<file path="src/rtl/alu_pkg.sv">
// alu_pkg: shared constants and types for the ALU sequencer.
// Opcode indices, one-hot ALU selects and FSM state encoding.
package alu_pkg;

    localparam int OP_W  = 4;
    localparam int SEL_W = 12;

    localparam logic [OP_W-1:0] OP_AND    = 4'd0;
    localparam logic [OP_W-1:0] OP_OR     = 4'd1;
    localparam logic [OP_W-1:0] OP_NOT    = 4'd2;
    localparam logic [OP_W-1:0] OP_XOR    = 4'd3;
    localparam logic [OP_W-1:0] OP_NAND   = 4'd4;
    localparam logic [OP_W-1:0] OP_NOR    = 4'd5;
    localparam logic [OP_W-1:0] OP_XNOR   = 4'd6;
    localparam logic [OP_W-1:0] OP_ADD    = 4'd7;
    localparam logic [OP_W-1:0] OP_SUB    = 4'd8;
    localparam logic [OP_W-1:0] OP_SHR    = 4'd9;
    localparam logic [OP_W-1:0] OP_SHL    = 4'd10;
    localparam logic [OP_W-1:0] OP_CLEAR  = 4'd11;
    // Opcodes from here up to the top of the field are illegal.
    localparam logic [OP_W-1:0] OP_ILL_LO = 4'd12;

    localparam logic [SEL_W-1:0] SEL_AND   = 12'h001;
    localparam logic [SEL_W-1:0] SEL_OR    = 12'h002;
    localparam logic [SEL_W-1:0] SEL_NOT   = 12'h004;
    localparam logic [SEL_W-1:0] SEL_XOR   = 12'h008;
    localparam logic [SEL_W-1:0] SEL_NAND  = 12'h010;
    localparam logic [SEL_W-1:0] SEL_NOR   = 12'h020;
    localparam logic [SEL_W-1:0] SEL_XNOR  = 12'h040;
    localparam logic [SEL_W-1:0] SEL_ADD   = 12'h080;
    localparam logic [SEL_W-1:0] SEL_SUB   = 12'h100;
    localparam logic [SEL_W-1:0] SEL_SHR   = 12'h200;
    localparam logic [SEL_W-1:0] SEL_SHL   = 12'h400;
    localparam logic [SEL_W-1:0] SEL_CLEAR = 12'h800;

    typedef logic [1:0] state_t;

    localparam state_t ST_IDLE  = 2'd0;
    localparam state_t ST_ISSUE = 2'd1;
    localparam state_t ST_RESP  = 2'd2;

endpackage

</file>
<file path="src/rtl/alu_op_decode.sv">
// alu_op_decode: 4-bit opcode to one-hot ALU select.
// Purely combinational; illegal opcodes give a zero select.
module alu_op_decode
    import alu_pkg::*;
(
    input  logic [OP_W-1:0]  op_i,
    output logic [SEL_W-1:0] sel_o,
    output logic             illegal_o
);

    // Map each legal opcode to its select line, flag the rest.
    always_comb begin
        sel_o     = '0;
        illegal_o = 1'b0;
        unique case (1'b1)
            (op_i == OP_AND):   sel_o = SEL_AND;
            (op_i == OP_OR):    sel_o = SEL_OR;
            (op_i == OP_NOT):   sel_o = SEL_NOT;
            (op_i == OP_XOR):   sel_o = SEL_XOR;
            (op_i == OP_NAND):  sel_o = SEL_NAND;
            (op_i == OP_NOR):   sel_o = SEL_NOR;
            (op_i == OP_XNOR):  sel_o = SEL_XNOR;
            (op_i == OP_ADD):   sel_o = SEL_ADD;
            (op_i == OP_SUB):   sel_o = SEL_SUB;
            (op_i == OP_SHR):   sel_o = SEL_SHR;
            (op_i == OP_SHL):   sel_o = SEL_SHL;
            (op_i == OP_CLEAR): sel_o = SEL_CLEAR;
            default:            illegal_o = (op_i >= OP_ILL_LO);
        endcase
    end

endmodule

</file>
<file path="src/rtl/alu_sequencer.sv">
// alu_sequencer: drives an external ALU for one command at a time.
// IDLE accepts, ISSUE holds select/operands, RESP holds the result.
module alu_sequencer
    import alu_pkg::*;
#(
    parameter int WIDTH   = 16,
    parameter int ALU_LAT = 1
) (
    input  logic             clk,
    input  logic             reset_n,
    input  logic             cmd_valid,
    output logic             cmd_ready,
    input  logic [OP_W-1:0]  cmd_op,
    input  logic [WIDTH-1:0] cmd_a,
    input  logic [WIDTH-1:0] cmd_b,
    input  logic             cmd_use_acc,
    output logic [WIDTH-1:0] alu_a,
    output logic [WIDTH-1:0] alu_b,
    output logic [SEL_W-1:0] alu_sel,
    input  logic [WIDTH-1:0] alu_res,
    output logic             rsp_valid,
    input  logic             rsp_ready,
    output logic [WIDTH-1:0] rsp_data,
    output logic             rsp_err,
    output logic             rsp_zero,
    output logic [WIDTH-1:0] acc,
    output logic             busy
);

    // ISSUE lasts CNT_INIT+1 cycles; capture happens when the count hits 0.
    localparam logic [3:0] CNT_INIT = 4'(ALU_LAT - 1);

    state_t             state_q, state_d;
    logic [SEL_W-1:0]   sel_q, sel_d;
    logic [WIDTH-1:0]   a_q, a_d;
    logic [WIDTH-1:0]   b_q, b_d;
    logic [3:0]         cnt_q, cnt_d;
    logic [WIDTH-1:0]   acc_q, acc_d;
    logic [WIDTH-1:0]   data_q, data_d;
    logic               err_q, err_d;

    logic [SEL_W-1:0]   dec_sel;
    logic               dec_ill;
    logic [WIDTH-1:0]   cap;

    alu_op_decode u_dec (
        .op_i      (cmd_op),
        .sel_o     (dec_sel),
        .illegal_o (dec_ill)
    );

    // CLEAR ignores whatever the ALU drives and forces zero.
    assign cap = (sel_q == SEL_CLEAR) ? '0 : alu_res;

    // Next-state and datapath update for the three-state sequencer.
    always_comb begin
        state_d = state_q;
        sel_d   = sel_q;
        a_d     = a_q;
        b_d     = b_q;
        cnt_d   = cnt_q;
        acc_d   = acc_q;
        data_d  = data_q;
        err_d   = err_q;
        case (state_q)
            ST_IDLE: begin
                if (cmd_valid) begin
                    sel_d = dec_sel;
                    a_d   = cmd_use_acc ? acc_q : cmd_a;
                    b_d   = cmd_b;
                    if (dec_ill) begin
                        data_d  = '0;
                        err_d   = 1'b1;
                        state_d = ST_RESP;
                    end else begin
                        cnt_d   = CNT_INIT;
                        state_d = ST_ISSUE;
                    end
                end
            end
            ST_ISSUE: begin
                if (cnt_q == 4'd0) begin
                    data_d  = cap;
                    acc_d   = cap;
                    err_d   = 1'b0;
                    state_d = ST_RESP;
                end else begin
                    cnt_d = cnt_q - 4'd1;
                end
            end
            ST_RESP: begin
                if (rsp_ready) begin
                    state_d = ST_IDLE;
                end
            end
            default: state_d = ST_IDLE;
        endcase
    end

    // State registers with asynchronous clear.
    always_ff @(posedge clk or negedge reset_n) begin
        if (!reset_n) begin
            state_q <= ST_IDLE;
            sel_q   <= '0;
            a_q     <= '0;
            b_q     <= '0;
            cnt_q   <= '0;
            acc_q   <= '0;
            data_q  <= '0;
            err_q   <= 1'b0;
        end else begin
            state_q <= state_d;
            sel_q   <= sel_d;
            a_q     <= a_d;
            b_q     <= b_d;
            cnt_q   <= cnt_d;
            acc_q   <= acc_d;
            data_q  <= data_d;
            err_q   <= err_d;
        end
    end

    assign cmd_ready = (state_q == ST_IDLE);
    assign busy      = (state_q != ST_IDLE);
    assign rsp_valid = (state_q == ST_RESP);
    assign alu_sel   = (state_q == ST_ISSUE) ? sel_q : '0;
    assign alu_a     = a_q;
    assign alu_b     = b_q;
    assign acc       = acc_q;
    assign rsp_data  = data_q;
    assign rsp_err   = err_q;
    assign rsp_zero  = (data_q == '0);

endmodule

</file>
<file path="config.mk">
export PLATFORM = sky130hd
export DESIGN_NAME = alu_sequencer
export DESIGN_NICKNAME = d
export VERILOG_FILES = /design/src/rtl/alu_pkg.sv /design/src/rtl/alu_op_decode.sv /design/src/rtl/alu_sequencer.sv
export SDC_FILE = /design/constraint.sdc
export NUM_CORES = 1
export LEC_CHECK = 0
export ABC_AREA = 1
export CAP_MARGIN = 20
export CORE_UTILIZATION = 44
export CTS_BUF_LIST = sky130_fd_sc_hd__clkbuf_16
export DETAILED_ROUTE_END_ITERATION = 7
export PLACE_DENSITY = 0.8
export SKIP_CTS_REPAIR_TIMING = 1
export SKIP_LAST_GASP = 1
export SLEW_MARGIN = 25
export SYNTH_ARGS = -nofsm -noshare
export SYNTH_HDL_FRONTEND = slang
export SYNTH_SLANG_ARGS = --single-unit
export TNS_END_PERCENT = 5
</file>
<file path="constraint.sdc">
create_clock -name clk -period 1.5 [get_ports clk]
set_clock_uncertainty 0.1 [all_clocks]
set_input_delay 0.375 -clock clk [delete_from_list [all_inputs] [get_ports clk]]
set_output_delay 0.375 -clock clk [all_outputs]
set_load 0.02 [all_outputs]
</file>
==> run_results.csv <==
group,metric,value,unit
grt,grt_usage,0.248,
clock_tree,numCtsBuffers,9,
min_path,worstHoldEndpoint,"cnt_q[1]",
setup_path,ff2ff_path_depth,8,
die,ios,138,
route,drc,0,
power,p_seq_frac,0.297,
yosys,ys_ff_latch,83,
clock_tree,root_buffer,"clkbuf_16",
die,placementRows,32,
yosys,synth_edf_count,0,
finish,multi_input_area,1340,um^2
status,violations,"setup timing",
finish,seqCellArea,2080,um^2
die,die-area,8730,um^2
yosys,syn_area,3680,um^2
route,viasPerCell,4.77,
min_path,hp-class,"reg -> reg",
finish,area_growth_syn_to_layout,61.0,%
clock_tree,clkSlewWorstSetupHoldPaths,0.06,ns
grt,grt_pass1_wl,16800,um
setup_path,cp_num_buf_inv,1,
setup_path,r2r_slack,-0.11,ns
sta,setup_viol,142,
min_path,hold_depth,2,
finish,layout.cells.most_common_list,"nand2_1 (183), clkdlybuf4s50_1 (103), dfrtp_1 (83)",
setup_path,crit_path_max_fanout,2,
clock_tree,cts_sinks,83,
sta,slew_headroom,0.717,
sta,post-route-min-period,1.81,ns
power,design_power_total,12.8,mW
finish,final_common_cell,"nand2_1",
grt,grt_overflow,0,
clock_tree,cts_tree,"yes",
placement,io_buffers,137,
sta,setup_slack,-0.307,ns
power,leakage,3.32,nW
placement,finalWeightedCongestion,0.850,
clock_tree,htreeDepth,3,
setup_path,cp_slowest_cell,"clkdlybuf4s50_1",
sta,worst_pin_slew,0.424,ns
power,powerDensity,2170,nW/um^2
sta,rsz0062_at_grt,"true",
route,ant_nets,0,
clock_tree,clk_path_buf_depth,2,
setup_path,cp_slowest_stage_delay,0.62,ns
die,start_util,0.467,
finish,fill_cells,584,
die,coreArea,7890,um^2
min_path,hold_path_startpoint,"cnt_q[1]",
yosys,synthCells,469,
finish,diodes,0,
power,pwr-share-clk,0.164,
sta,fmax,553,MHz
finish,final_core_util,0.751,
setup_path,r2r_end,"sel_q[1]",
route,routed_wl,10300,um
setup_path,critical_path_arrival,1.33,ns
grt,grt_antenna_before_repair,0,
placement,dp_hpwl,7480,um
setup_path,crit_required,1.02,ns
die,dieHeight,93.5,um
die,fp.dieW,93.5,um
sta,slew_viol_final,0,
run,max-cap-violations,0,
setup_path,path_depth,1,
yosys,syn-num-nets,528,
setup_path,worstReg2RegStart,"state_q[1]",
yosys,yosys_most_used_dff,"dfrtp_1",
power,internal_power,7.73,mW
setup_path,path_cells,"clkdlybuf4s50_1",
yosys,synth_cell_types,18,
route,firstDrtPassIters,5,
power,switching_power,5.11,mW
power,p_sw_frac,0.398,
yosys,synthArstFlopShare,1.00,
setup_path,crit_type,"reg -> out",
yosys,avgSynthCellArea,7.85,um^2
route,drt_iter0_markers,173,
route,vias,3623,
power,ir_worst_vdd,1.10,mV
grt,grt_pass1_vias,3633,
setup_path,start_kind,"register",
sta,hold_violations,0,
yosys,yosysWarnings,0,
clock_tree,insertion_delay,0.33,ns
status,status,"finished, violations left",
finish,final_nets,712,
setup_path,critPathTopFamily,"buffers and inverters",
setup_path,end_kind,"primary output",
sta,hold_ws,0.370,ns
power,pwr-share-comb,0.539,
yosys,ys_seq_area_frac,0.564,
finish,drive_gt1_frac,0.146,
grt,grt_max_degree,84,
route,routedWlPerCell,13.5,um
sta,fin_crit_sh,1.20,
==> Yosys cell counts (2+ instances only) <==
| library cell | instances | area share |
|---|---|---|
| nand3_1 | 8 | 0.011 |
| nand2_1 | 184 | 0.19 |
| buf_2 | 9 | 0.012 |
| clkbuf_1 | 8 | 0.0082 |
| dfrtp_1 | 83 | 0.56 |
| o21ai_0 | 46 | 0.063 |
| nor2_1 | 50 | 0.051 |
| nand4_1 | 12 | 0.020 |
| inv_1 | 59 | 0.060 |
| ha_1 | 2 | 0.0068 |
==> worst max path at each step <==
stage                  end  slack (ns)         from
2_1_floorplan  alu_sel[10]       -0.07   state_q[1]
3_3_place_gp      rsp_zero       -0.31  rsp_data[9]
3_5_place_dp    alu_sel[3]       -0.35   state_q[1]
4_1_cts         alu_sel[4]       -0.73   state_q[1]
5_1_grt          alu_a[14]       -0.34    alu_a[14]
6_report           acc[10]       -0.31      acc[10]
==> kinds of logic after synthesis <==
logic type / count (synthesis) / share of synthesized area
flip-flops: 83 / 0.564
AO/OA/AOI/OAI: 48 / 0.0660
buffers and inverters: 77 / 0.0826
AND/OR/NAND/NOR: 258 / 0.278
XOR/XNOR: 1 / 0.00238
adder cells (fa/ha/maj): 2 / 0.00680
==> registers in the layout, indices dropped and copies added (netlist names) <==
register,flops
acc,16
alu_a,16
alu_b,16
cnt_q,4
rsp_data,16
rsp_err,1
sel_q,12
state_q,2
==> final cells by class <==
class,count,share of cell area
Sequential cell,83,0.351
Tap cell,102,0.0215
Clock buffer,9,0.0380
Multi-Input combinational cell,309,0.226
Timing Repair Buffer,191,0.316
Clock inverter,6,0.00972
Inverter,59,0.0374
==> through the flow <==
step / cell area, um^2 / instances / setup TNS, ns / worst slack (ns)
5_1_grt: 5920 / 759 / -31.27 / -0.343
2_1_floorplan: 3680 / 469 / -0.719 / -0.0719
3_3_place_gp: 5570 / 743 / -16.28 / -0.315
4_1_cts: 5850 / 758 / -32.50 / -0.730
3_5_place_dp: 5570 / 743 / -18.04 / -0.350
6_report: 5920 / 759 / -19.26 / -0.307
==> power by group through the flow <==
stage / Clock, mW / Sequential, mW / Combinational [mW]
2_1_floorplan: 0 / 4.92 / 2.11
3_3_place_gp: 0 / 3.76 / 6.73
3_5_place_dp: 0 / 3.81 / 6.91
4_1_cts: 2.14 / 3.79 / 6.98
5_1_grt: 2.26 / 3.92 / 7.55
6_report: 2.11 / 3.81 / 6.92
==> per-layer routing <==
layer | up-vias | global-route usage | part of all wire
met5 | - | 0 | 0
met4 | 0 | 0.0949 | 0.024
met3 | 18 | 0.0472 | 0.057
met2 | 131 | 0.422 | 0.50
met1 | 1674 | 0.312 | 0.42
li1 | 1800 | - | -
(Power assumes the default switching activity.)
==> variant, RTL diff (same settings) <==
Set the parameter `WIDTH` to 32 (it was 16).
--- a/src/rtl/alu_sequencer.sv
+++ b/src/rtl/alu_sequencer.sv
@@ -3,7 +3,7 @@
 module alu_sequencer
     import alu_pkg::*;
 #(
-    parameter int WIDTH   = 16,
+    parameter int WIDTH   = 32,
     parameter int ALU_LAT = 1
 ) (
     input  logic             clk,
Interface: changed (7 resized); port bits go from 138 to 250. No check against the original RTL was run, so the function may have changed too.
==> variant against the unedited design <==
- the run still ends with negative setup slack left
- total power grew 80%
- combinational power rose by 73%
- worst setup slack worse by 0.17 ns
- final area rose by 73%
- routed wire length up 88%
- register-to-register slack worse by 0.06 ns
- synthesized area rose by 68%
- sequential cell count up 64
- global-route usage rose by 2.8 points
- core utilization rose by 0.60 points
- critical path type unchanged
- largest cell class unchanged
==> variant: results (changes against the unedited design) <==
[status]
outcome=complete, but fails checks
violations=negative setup slack

[power]
p_clk_frac=0.186  ; +0.022
leakagePower_nw=5.32  ; +60%
pwr-share-seq=0.295  ; -0.002
intPower_mw=14.1  ; +83%
swShare=0.390  ; -0.00773
ir_worst_vdd_mv=1.34  ; +22%

[global_route]
grt_pass1_wl_mm=30.5  ; +82%
grt_max_degree=57  ; -32%
grt_use_total=0.276  ; +0.0284
antenna_found_initial=0  ; unchanged
grt_pass1_vias=6040  ; +66%

[hold_path]
holdCritPathClass=input port to async pin

[cts]
clockBufferDepth=2  ; unchanged
clk-insertion-delay-late_ns=0.42  ; +0.09 ns
cts_buffers=17  ; +8
cts_max_level=4  ; +1

[worst_setup_path]
startpoint=rsp_data[14]
rrSetupSlack_ns=-0.17  ; -0.06 ns
critPathTopFamily=buffers and inverters
critPathMaxStageDelay_ns=0.62  ; about the same
reg2regPathDepth=8  ; unchanged
critPathCapture=rsp_data[14]
cp_num_buf_inv=2  ; +1
rr_endpoint=alu_a[18]
path_max_fanout=2  ; unchanged
crit-reg2reg-launch=state_q[0]

[route]
drtIter0Drc=374  ; +120%
wl_per_cell_um=15.5  ; +15%
routed-via-count=6066  ; +67%
first_pass_iters=5  ; unchanged
ant_nets=0  ; unchanged

[layout]
antenna_cells=0  ; unchanged
nNetsFinal=1167  ; +64%
fill_cells=961  ; +65%
drive_above_1_share=0.144  ; -0.00233

[placement]
dp_worst_setup_slack_ns=-0.447  ; -0.0973 ns
port-buffer-count=249  ; +82%
postPlaceCellArea_um2=9530  ; +71%
place_hpwl_mm=13.5  ; +80%
gp_congestion=0.829  ; -2.4%

[timing]
setup-violations-final=287  ; +100%
setup_ws_ns=-0.478  ; -0.170 ns
worstMarginPinSlew_ns=0.397  ; -0.0275 ns
hold_slack_ns=0.337  ; -0.0337 ns

[synthesis]
yosysUniqueCellTypes=22  ; +4
ys_seq_area_frac=0.594  ; +0.0294
synth-async-reset-ratio=1.00  ; unchanged
synthTopCellsByArea=dfrtp_1 59%, nand2_1 19%, o21ai_0 5.8%
synth-edff-count=0  ; unchanged
synth_fp_nets=848  ; +61%
synth_common_cells=314 x nand2_1, 147 x dfrtp_1, 72 x o21ai_0, 58 x inv_1, 44 x nor2_1

variant: metrics by stage:
step	cells	TNS, ns
2_1_floorplan	741	-0.591
3_3_place_gp	1215	-32.45
3_5_place_dp	1215	-37.09
4_1_cts	1245	-70.45
5_1_grt	1247	-80.55
6_report	1247	-62.39
variant: cells by family after synthesis:
kind of cell / synth area share
AOI/OAI and AO/OA: 0.0667
buffers and inverters: 0.0679
xor gates and xnor gates: 0.00283
adders and majority gates: 0.00404
DFF: 0.594
and+or+nand+nor: 0.265
variant: final cells by class:
type	instances	area [um2]	area share
repair buffers	336	3340	0.326
flip-flops and latches	147	3680	0.360
clock inverters	13	169	0.0165
multi-input cells	496	2160	0.211
clock buffers	17	425	0.0416
inverters	62	238	0.0233
well taps	176	220	0.0215
variant: metal layers:
layer,vias to the layer above,GRT usage,wire length (um)
met5,-,0,0
met4,0,0.120,541
met3,33,0.0660,1270
met2,227,0.475,9730
met1,2861,0.329,7820
li1,2945,-,-
